**src/rtl/hazard_pkg.sv**
```systemverilog
// Shared encodings for the hazard controller: forwarding selects and the
// divider-busy FSM state encoding.
package hazard_pkg;

  localparam logic [1:0] FWD_RF = 2'b00;
  localparam logic [1:0] FWD_E  = 2'b01;
  localparam logic [1:0] FWD_W  = 2'b01;
  localparam logic [1:0] FWD_M  = 2'b10;

  typedef enum logic [1:0] {
    IDLE = 2'b00,
    BUSY = 2'b01,
    DONE = 2'b10
  } div_state_e;

endpackage

```
**src/rtl/hazard_ctrl_mc_div_stall_fsm.sv**
```systemverilog
// Divider-busy tracker: stalls for DIV_LAT cycles starting with the issue
// cycle, then spends one non-stalling DONE cycle while the result is consumed.
module div_stall_fsm
  import hazard_pkg::*;
#(
  parameter int DIV_LAT = 32
) (
  input  logic clk,
  input  logic resetn,
  input  logic start,
  input  logic abort,
  output logic busy,
  output logic stall
);

  localparam int CW = (DIV_LAT > 1) ? $clog2(DIV_LAT) : 1;
  localparam logic [CW-1:0] CNT_LOAD = CW'(DIV_LAT - 1);
  localparam logic [CW-1:0] CNT_ONE  = CW'(1);

  div_state_e    state_q, state_d;
  logic [CW-1:0] cnt_q, cnt_d;

  // State and countdown registers.
  always_ff @(posedge clk or negedge resetn) begin
    if (!resetn) begin
      state_q <= IDLE;
      cnt_q   <= {CW{1'b0}};
    end else begin
      state_q <= state_d;
      cnt_q   <= cnt_d;
    end
  end

  // Next state; the issue cycle is the first stall cycle, so BUSY lasts DIV_LAT-1 cycles.
  always_comb begin
    state_d = state_q;
    cnt_d   = cnt_q;
    if (abort) begin
      state_d = IDLE;
      cnt_d   = {CW{1'b0}};
    end else begin
      case (state_q)
        IDLE: begin
          if (start) begin
            cnt_d   = CNT_LOAD;
            state_d = (DIV_LAT == 1) ? DONE : BUSY;
          end else begin
            state_d = IDLE;
          end
        end
        BUSY: begin
          cnt_d = cnt_q - CNT_ONE;
          if (cnt_q == CNT_ONE) begin
            state_d = DONE;
          end else begin
            state_d = BUSY;
          end
        end
        DONE:    state_d = IDLE;
        default: state_d = IDLE;
      endcase
    end
  end

  assign busy  = (state_q != IDLE);
  assign stall = (state_q == BUSY) | ((state_q == IDLE) & start);

endmodule

```
**src/rtl/hazard_ctrl_mc.sv**
```systemverilog
// Hazard controller for the 5-stage core: forwarding selects, prioritised
// stall/flush generation, divider-busy tracking and a stall-cycle counter.
module hazard_ctrl_mc
  import hazard_pkg::*;
#(
  parameter int RA_W    = 5,
  parameter int DIV_LAT = 32,
  parameter int CNT_W   = 32
) (
  input  logic            clk,
  input  logic            resetn,
  input  logic [RA_W-1:0] rsD,
  input  logic [RA_W-1:0] rtD,
  input  logic            branchD,
  input  logic            jumpD,
  input  logic [RA_W-1:0] rsE,
  input  logic [RA_W-1:0] rtE,
  input  logic [RA_W-1:0] writeregE,
  input  logic            regwriteE,
  input  logic            memtoregE,
  input  logic            div_startE,
  input  logic [RA_W-1:0] writeregM,
  input  logic            regwriteM,
  input  logic            memtoregM,
  input  logic            memreqM,
  input  logic            dmem_readyM,
  input  logic            excM,
  input  logic [RA_W-1:0] writeregW,
  input  logic            regwriteW,
  output logic [1:0]      forwardaD,
  output logic [1:0]      forwardbD,
  output logic [1:0]      forwardaE,
  output logic [1:0]      forwardbE,
  output logic            stallF,
  output logic            stallD,
  output logic            stallE,
  output logic            stallM,
  output logic            stallW,
  output logic            flushF,
  output logic            flushD,
  output logic            flushE,
  output logic            flushM,
  output logic            flushW,
  output logic            div_busy,
  output logic [CNT_W-1:0] stall_cycles
);

  localparam logic [RA_W-1:0]  ZERO_REG = {RA_W{1'b0}};
  localparam logic [CNT_W-1:0] CNT_MAX  = {CNT_W{1'b1}};

  logic             loadstall_s, brstall_s, memwait_s, divstall_s;
  logic [CNT_W-1:0] stall_cnt_q, stall_cnt_d;

  // M-stage producer beats the older alternative; r0 is never forwarded.
  function automatic logic [1:0] fwd_sel(input logic [RA_W-1:0] src,
                                         input logic [RA_W-1:0] reg_m, input logic we_m,
                                         input logic [RA_W-1:0] reg_o, input logic we_o,
                                         input logic [1:0] sel_o);
    logic [1:0] sel;
    sel = FWD_RF;
    if (src == ZERO_REG)                 sel = FWD_RF;
    else if (we_m && (reg_m == src))     sel = FWD_M;
    else if (we_o && (reg_o == src))     sel = sel_o;
    else                                 sel = FWD_RF;
    return sel;
  endfunction

  assign forwardaD = resetn ? fwd_sel(rsD, writeregM, regwriteM, writeregE, regwriteE, FWD_E) : FWD_RF;
  assign forwardbD = resetn ? fwd_sel(rtD, writeregM, regwriteM, writeregE, regwriteE, FWD_E) : FWD_RF;
  assign forwardaE = resetn ? fwd_sel(rsE, writeregM, regwriteM, writeregW, regwriteW, FWD_W) : FWD_RF;
  assign forwardbE = resetn ? fwd_sel(rtE, writeregM, regwriteM, writeregW, regwriteW, FWD_W) : FWD_RF;

  assign loadstall_s = memtoregE & (writeregE != ZERO_REG) &
                       ((writeregE == rsD) | (writeregE == rtD));
  assign brstall_s   = (branchD | jumpD) &
                       ((regwriteE & (writeregE != ZERO_REG) & ((writeregE == rsD) | (writeregE == rtD))) |
                        (memtoregM & (writeregM != ZERO_REG) & ((writeregM == rsD) | (writeregM == rtD))));
  assign memwait_s   = memreqM & ~dmem_readyM;

  div_stall_fsm #(.DIV_LAT(DIV_LAT)) u_div (
    .clk   (clk),
    .resetn(resetn),
    .start (div_startE),
    .abort (excM),
    .busy  (div_busy),
    .stall (divstall_s)
  );

  // Priority encoder; each branch stalls a prefix of the pipe and bubbles the stage after it.
  always_comb begin
    {stallF, stallD, stallE, stallM, stallW} = 5'b00000;
    {flushF, flushD, flushE, flushM, flushW} = 5'b00000;
    if (!resetn) begin
      stallF = 1'b0;
    end else if (excM) begin
      {flushF, flushD, flushE, flushM} = 4'b1111;
    end else if (memwait_s) begin
      {stallF, stallD, stallE, stallM} = 4'b1111;
      flushW = 1'b1;
    end else if (divstall_s) begin
      {stallF, stallD, stallE} = 3'b111;
      flushM = 1'b1;
    end else if (brstall_s | loadstall_s) begin
      {stallF, stallD} = 2'b11;
      flushE = 1'b1;
    end else begin
      stallF = 1'b0;
    end
  end

  // Saturating stall-cycle counter next value.
  always_comb begin
    stall_cnt_d = stall_cnt_q;
    if (stallF && (stall_cnt_q != CNT_MAX)) begin
      stall_cnt_d = stall_cnt_q + CNT_W'(1);
    end else begin
      stall_cnt_d = stall_cnt_q;
    end
  end

  // Stall-cycle counter register.
  always_ff @(posedge clk or negedge resetn) begin
    if (!resetn) begin
      stall_cnt_q <= {CNT_W{1'b0}};
    end else begin
      stall_cnt_q <= stall_cnt_d;
    end
  end

  assign stall_cycles = stall_cnt_q;

endmodule

```
**config.mk**
```make
export PLATFORM = sky130hd
export DESIGN_NAME = hazard_ctrl_mc
export DESIGN_NICKNAME = d
export VERILOG_FILES = /design/src/rtl/hazard_pkg.sv /design/src/rtl/hazard_ctrl_mc_div_stall_fsm.sv /design/src/rtl/hazard_ctrl_mc.sv
export SDC_FILE = /design/constraint.sdc
export NUM_CORES = 1
export LEC_CHECK = 0
export ABC_CLOCK_PERIOD_IN_PS = 2700
export CELL_PAD_IN_SITES_DETAIL_PLACEMENT = 1
export CELL_PAD_IN_SITES_GLOBAL_PLACEMENT = 1
export CORE_MARGIN = 2
export CORE_UTILIZATION = 34
export CTS_BUF_LIST = sky130_fd_sc_hd__clkbuf_8
export DETAILED_ROUTE_END_ITERATION = 8
export PLACE_DENSITY = 0.9
export SYNTH_ARGS = -nofsm -noshare
export SYNTH_HDL_FRONTEND = slang
export SYNTH_SLANG_ARGS = --single-unit
```
**constraint.sdc**
```tcl
create_clock -name clk -period 2.7 [get_ports clk]
set_clock_uncertainty 0.2 [all_clocks]
set_input_delay 0.405 -clock clk [delete_from_list [all_inputs] [get_ports clk]]
set_output_delay 0.405 -clock clk [all_outputs]
set_load 0.02 [all_outputs]
```
==> run_results.csv <==
group,metric,value,unit
run_status,status,"completed",
drt,viasPerCell,5.16,
place,globalplace.congestion,0.851,
floorplanning,io_pins,99,
worst_setup_path,r2r-end,"stall_cycles[12]$_DFFE_PN0P_",
yosys,syn_inst,296,
flow_run,max_cap_violations,0,
worst_setup_path,crit_path_max_fanout,3,
clock_tree,root_buffer,"clkbuf_8",
power,clockPowerShare,0.239,
layout,nets,472,
floorplanning,die_area,0.00880,mm²
yosys,syn_area,0.00274,mm²
yosys,yosysSeqAreaShare,0.356,
layout,final-seq-area,976,µm²
worst_setup_path,criticalPathCategory,"input port to output pin",
power,p_int,0.00120,W
worst_setup_path,cp.depth,6,
sta,hold_violations,0,
clock_tree,clock-sinks,39,
drt,dr.first_iter.drc_count,71,
sta,final.setup.worst_slack,72.0,ps
worst_setup_path,slowest_delay,560,ps
power,power_frac_seq,0.418,
grt,grt_pass1_wl,14800,µm
worst_setup_path,cp-start-kind,"input port",
floorplanning,start_util,0.353,
clock_tree,cts_tree,"yes",
clock_tree,numCtsBuffers,5,
power,swShare,0.340,
clock_tree,clk_latency,300,ps
drt,wire_per_inst,17.0,µm
sta,fmax,381,MHz
worst_setup_path,crit_chain,"clkdlybuf4s50_1 -> xor2_2 -> nor4_2 -> and3_1 -> nor4_2 -> clkdlybuf4s15_2",
drt,wl,8910,µm
clock_tree,cts.htree.levels,2,
layout,multi_input_area,0.00175,mm²
clock_tree,clock_tree.buffer_depth,2,
worst_setup_path,rrSetupSlack,320,ps
drt,drc,0,
worst_setup_path,worstReg2RegStart,"stall_cycles[0]$_DFFE_PN0P_",
layout,diodes,0,
grt,grt_use_total,0.213,
drt,first_pass_iters,4,
floorplanning,num_rows,32,
power,ir_drop,0.199,mV
floorplanning,die_y,93.8,µm
yosys,async_flop_share,1.00,
worst_setup_path,crit_path_start,"rtE[2]",
grt,grtUsageMet2,0.386,
sta,finalMaxSlewViolations,0,
yosys,ys_types,46,
yosys,syn_area_per_cell,9.26,µm²
place,placed_cell_area,0.00403,mm²
power,power_switching,0.000615,W
floorplanning,die_w,93.8,µm
grt,grtUsageMet1,0.230,
worst_setup_path,reg2regPathDepth,8,
worst_setup_path,endpoint_kind,"output pin",
yosys,ys_ff_latch,39,
clock_tree,cts_setup_buffers,0,
clock_tree,clk_pin_slew,70,ps
sta,finalSetupTns,0,ps
power,p_leak,1.91,nW
min_path,hp-class,"input port to asynchronous set/reset pin",
yosys,synth_edf_count,0,
drt,dr_total_vias,2705,
power,p_per_area,432,mW/mm²
grt,overflow,0,
yosys,synth_nets,347,
layout,drive_above_1_share,0.204,
grt,grt.busiest_layer,"met2",
worst_setup_path,worstPathBufferInverterCount,2,
floorplanning,core,0.00777,mm²
grt,grtUsageMet3,0.0610,
layout,syn_to_final_growth,52.9,%
yosys,yosys_warnings,0,
worst_setup_path,cp.arrival,2020,ps
place,dp_hpwl,7150,µm
worst_setup_path,crit_slowest_cell,"clkdlybuf4s50_1",
grt,grt_max_degree,40,
layout,fillers,917,
grt,grt_pass1_vias,3106,
sta,finalCriticalPeriod,2630,ps
worst_setup_path,cp-endpoint,"forwardbE[0]",
sta,finalSetupViolCount,0,
worst_setup_path,crit_family,"buffers and inverters",
layout,stdcell_area,0.00419,mm²
drt,postRouteAntennaNets,0,
power,total_power,0.00181,W
grt,antenna_found_initial,0,
place,pre_cts_ws,-655,ps
yosys,synth-main-ff-cell,"dfrtp_1",
power,comb_power_share,0.342,
worst_setup_path,crit_path_frequent_cell,"nor4_2",
sta,fin_crit_sh,0.973,
place,portBuffers,97,
worst_setup_path,cp.required,2100,ps
[metrics by stage]
step	std cells	hold slack [ps]	util
after CTS	524	111	0.535
after detailed placement	516	297	0.519
after global placement	516	273	0.519
after global routing	524	141	0.540
after floorplan	296	-90.6	-
final	524	90.4	0.540
[Yosys cell counts, types with 2 or more instances]
cell type   n  share of area
nor4_2      6          0.027
and3_1      8          0.018
and3b_1     3         0.0096
a211oi_1    4          0.011
nor4_1      4         0.0091
buf_2       8          0.015
or4_1       6          0.016
nand4_1    10          0.023
xnor2_1    21          0.067
inv_1       6         0.0082
ha_1        3          0.014
nor3_1     20          0.037
nor2b_1     2         0.0046
and4_1      3         0.0096
nand2b_1    4         0.0091
buf_4       4          0.011
xor2_1     50           0.16
o21ai_0     4         0.0073
and2_1      2         0.0046
or2_2       3         0.0068
nor2_1     24          0.033
a2111oi_0   2         0.0064
dfrtp_1    39           0.36
clkbuf_1    3         0.0041
nand2_1    18          0.025
a21oi_1     4         0.0073
nand3_1    15          0.027
nand3b_1    2         0.0055
[flip-flops by register name, summed over array words and instances, names as in the netlist]
signal,cells
u_div.cnt_q,5
stall_cycles,32
u_div.state_q,2
[power by group through the flow]
stage / logic [W] / clock network, W / registers (W)
floorplan: 0.000216 / 0 / 0.000816
global placement: 0.000590 / 0 / 0.000759
detailed placement: 0.000618 / 0 / 0.000766
CTS: 0.000621 / 0.000448 / 0.000755
global route: 0.000667 / 0.000468 / 0.000767
finish: 0.000620 / 0.000433 / 0.000757
[how the worst min path moves through the flow]
| stage | startpoint | to | slack, ps | cells after the start |
|---|---|---|---|---|
| floorplan | resetn | stall_cycles[0]$_DFFE_PN0P_ | -90 | 0 |
| global placement | stall_cycles[9]$_DFFE_PN0P_ | stall_cycles[9]$_DFFE_PN0P_ | 270 | 1 |
| detailed placement | stall_cycles[22]$_DFFE_PN0P_ | stall_cycles[22]$_DFFE_PN0P_ | 300 | 1 |
| CTS | resetn | u_div.cnt_q[4]$_DFFE_PN0P_ | 110 | 2 |
| global route | resetn | u_div.cnt_q[3]$_DFFE_PN0P_ | 140 | 2 |
| finish | resetn | u_div.cnt_q[3]$_DFFE_PN0P_ | 90 | 2 |
[worst reg2reg max path: stages, from the launching register on]
cell	delay (ps)
dfrtp_1	420
ha_1	190
and2_1	260
nand4_2	210
nor3_1	380
nand2b_1	200
nand4_1	170
nor3_1	80
xor2_1	150
[kinds of logic (layout without fill, tap and decap cells)]
| logic type | count (synthesis) | after routing | share of synthesized area |
|---|---|---|---|
| other | 1 | 1 | 0.00137 |
| AO/OA/AOI/OAI | 22 | 22 | 0.0598 |
| XOR/XNOR | 71 | 71 | 0.227 |
| AND/OR/NAND/NOR | 137 | 137 | 0.296 |
| flip-flops | 39 | 39 | 0.356 |
| multiplexers | 1 | 1 | 0.00411 |
| adder cells (fa/ha/maj) | 3 | 3 | 0.0137 |
| buffers and inverters | 22 | 148 | 0.0420 |
[final cells by class]
| type | count | area share |
|---|---|---|
| inverter | 6 | 0.00537 |
| tap | 102 | 0.0304 |
| sequential | 39 | 0.233 |
| clock inverter | 1 | 0.000895 |
| timing repair buffer | 134 | 0.290 |
| multi-input combinational | 235 | 0.418 |
| clock buffer | 7 | 0.0230 |
[cells in the final DEF (no fill, tap or decap), types with 3 or more instances in the layout]
cell type | synthesis | routed
nor3_1 | 20 | 18
nor4_2 | 6 | 8
buf_4 | 4 | 37
inv_1 | 6 | 6
or2_2 | 3 | 3
or4_1 | 6 | 5
a211oi_1 | 4 | 4
clkbuf_8 | 0 | 7
a21oi_1 | 4 | 3
o21ai_0 | 4 | 4
nor2_1 | 24 | 23
clkdlybuf4s50_1 | 0 | 65
ha_1 | 3 | 3
nand4_1 | 10 | 10
buf_2 | 8 | 4
dfrtp_1 | 39 | 39
xnor2_1 | 21 | 21
and3b_1 | 3 | 3
nand3_1 | 15 | 13
dlymetal6s2s_1 | 0 | 3
xor2_1 | 50 | 48
nand2b_1 | 4 | 4
and4_1 | 3 | 3
clkdlybuf4s15_2 | 0 | 3
and3_1 | 8 | 8
nor3_2 | 1 | 3
dlygate4sd2_1 | 0 | 15
nand2_1 | 18 | 18
buf_6 | 1 | 3
[routing by layer]
layer / part of all wire / routed length (µm) / vias to the layer above
met5: 0 / 0 / -
met4: 0.028 / 252 / 0
met3: 0.070 / 624 / 22
met2: 0.52 / 4660 / 103
met1: 0.38 / 3370 / 1301
li1: - / - / 1279
[repair_timing]
| item | in CTS | in global routing |
|---|---|---|
| endpoints found under the hold margin | 0 | 0 |
| hold buffers | 0 | 0 |
| pin swaps | 9 | 6 |
| gates resized for setup | 75 | 14 |
| endpoints found under the setup margin | 44 | 14 |
(Power assumes the default switching activity.)
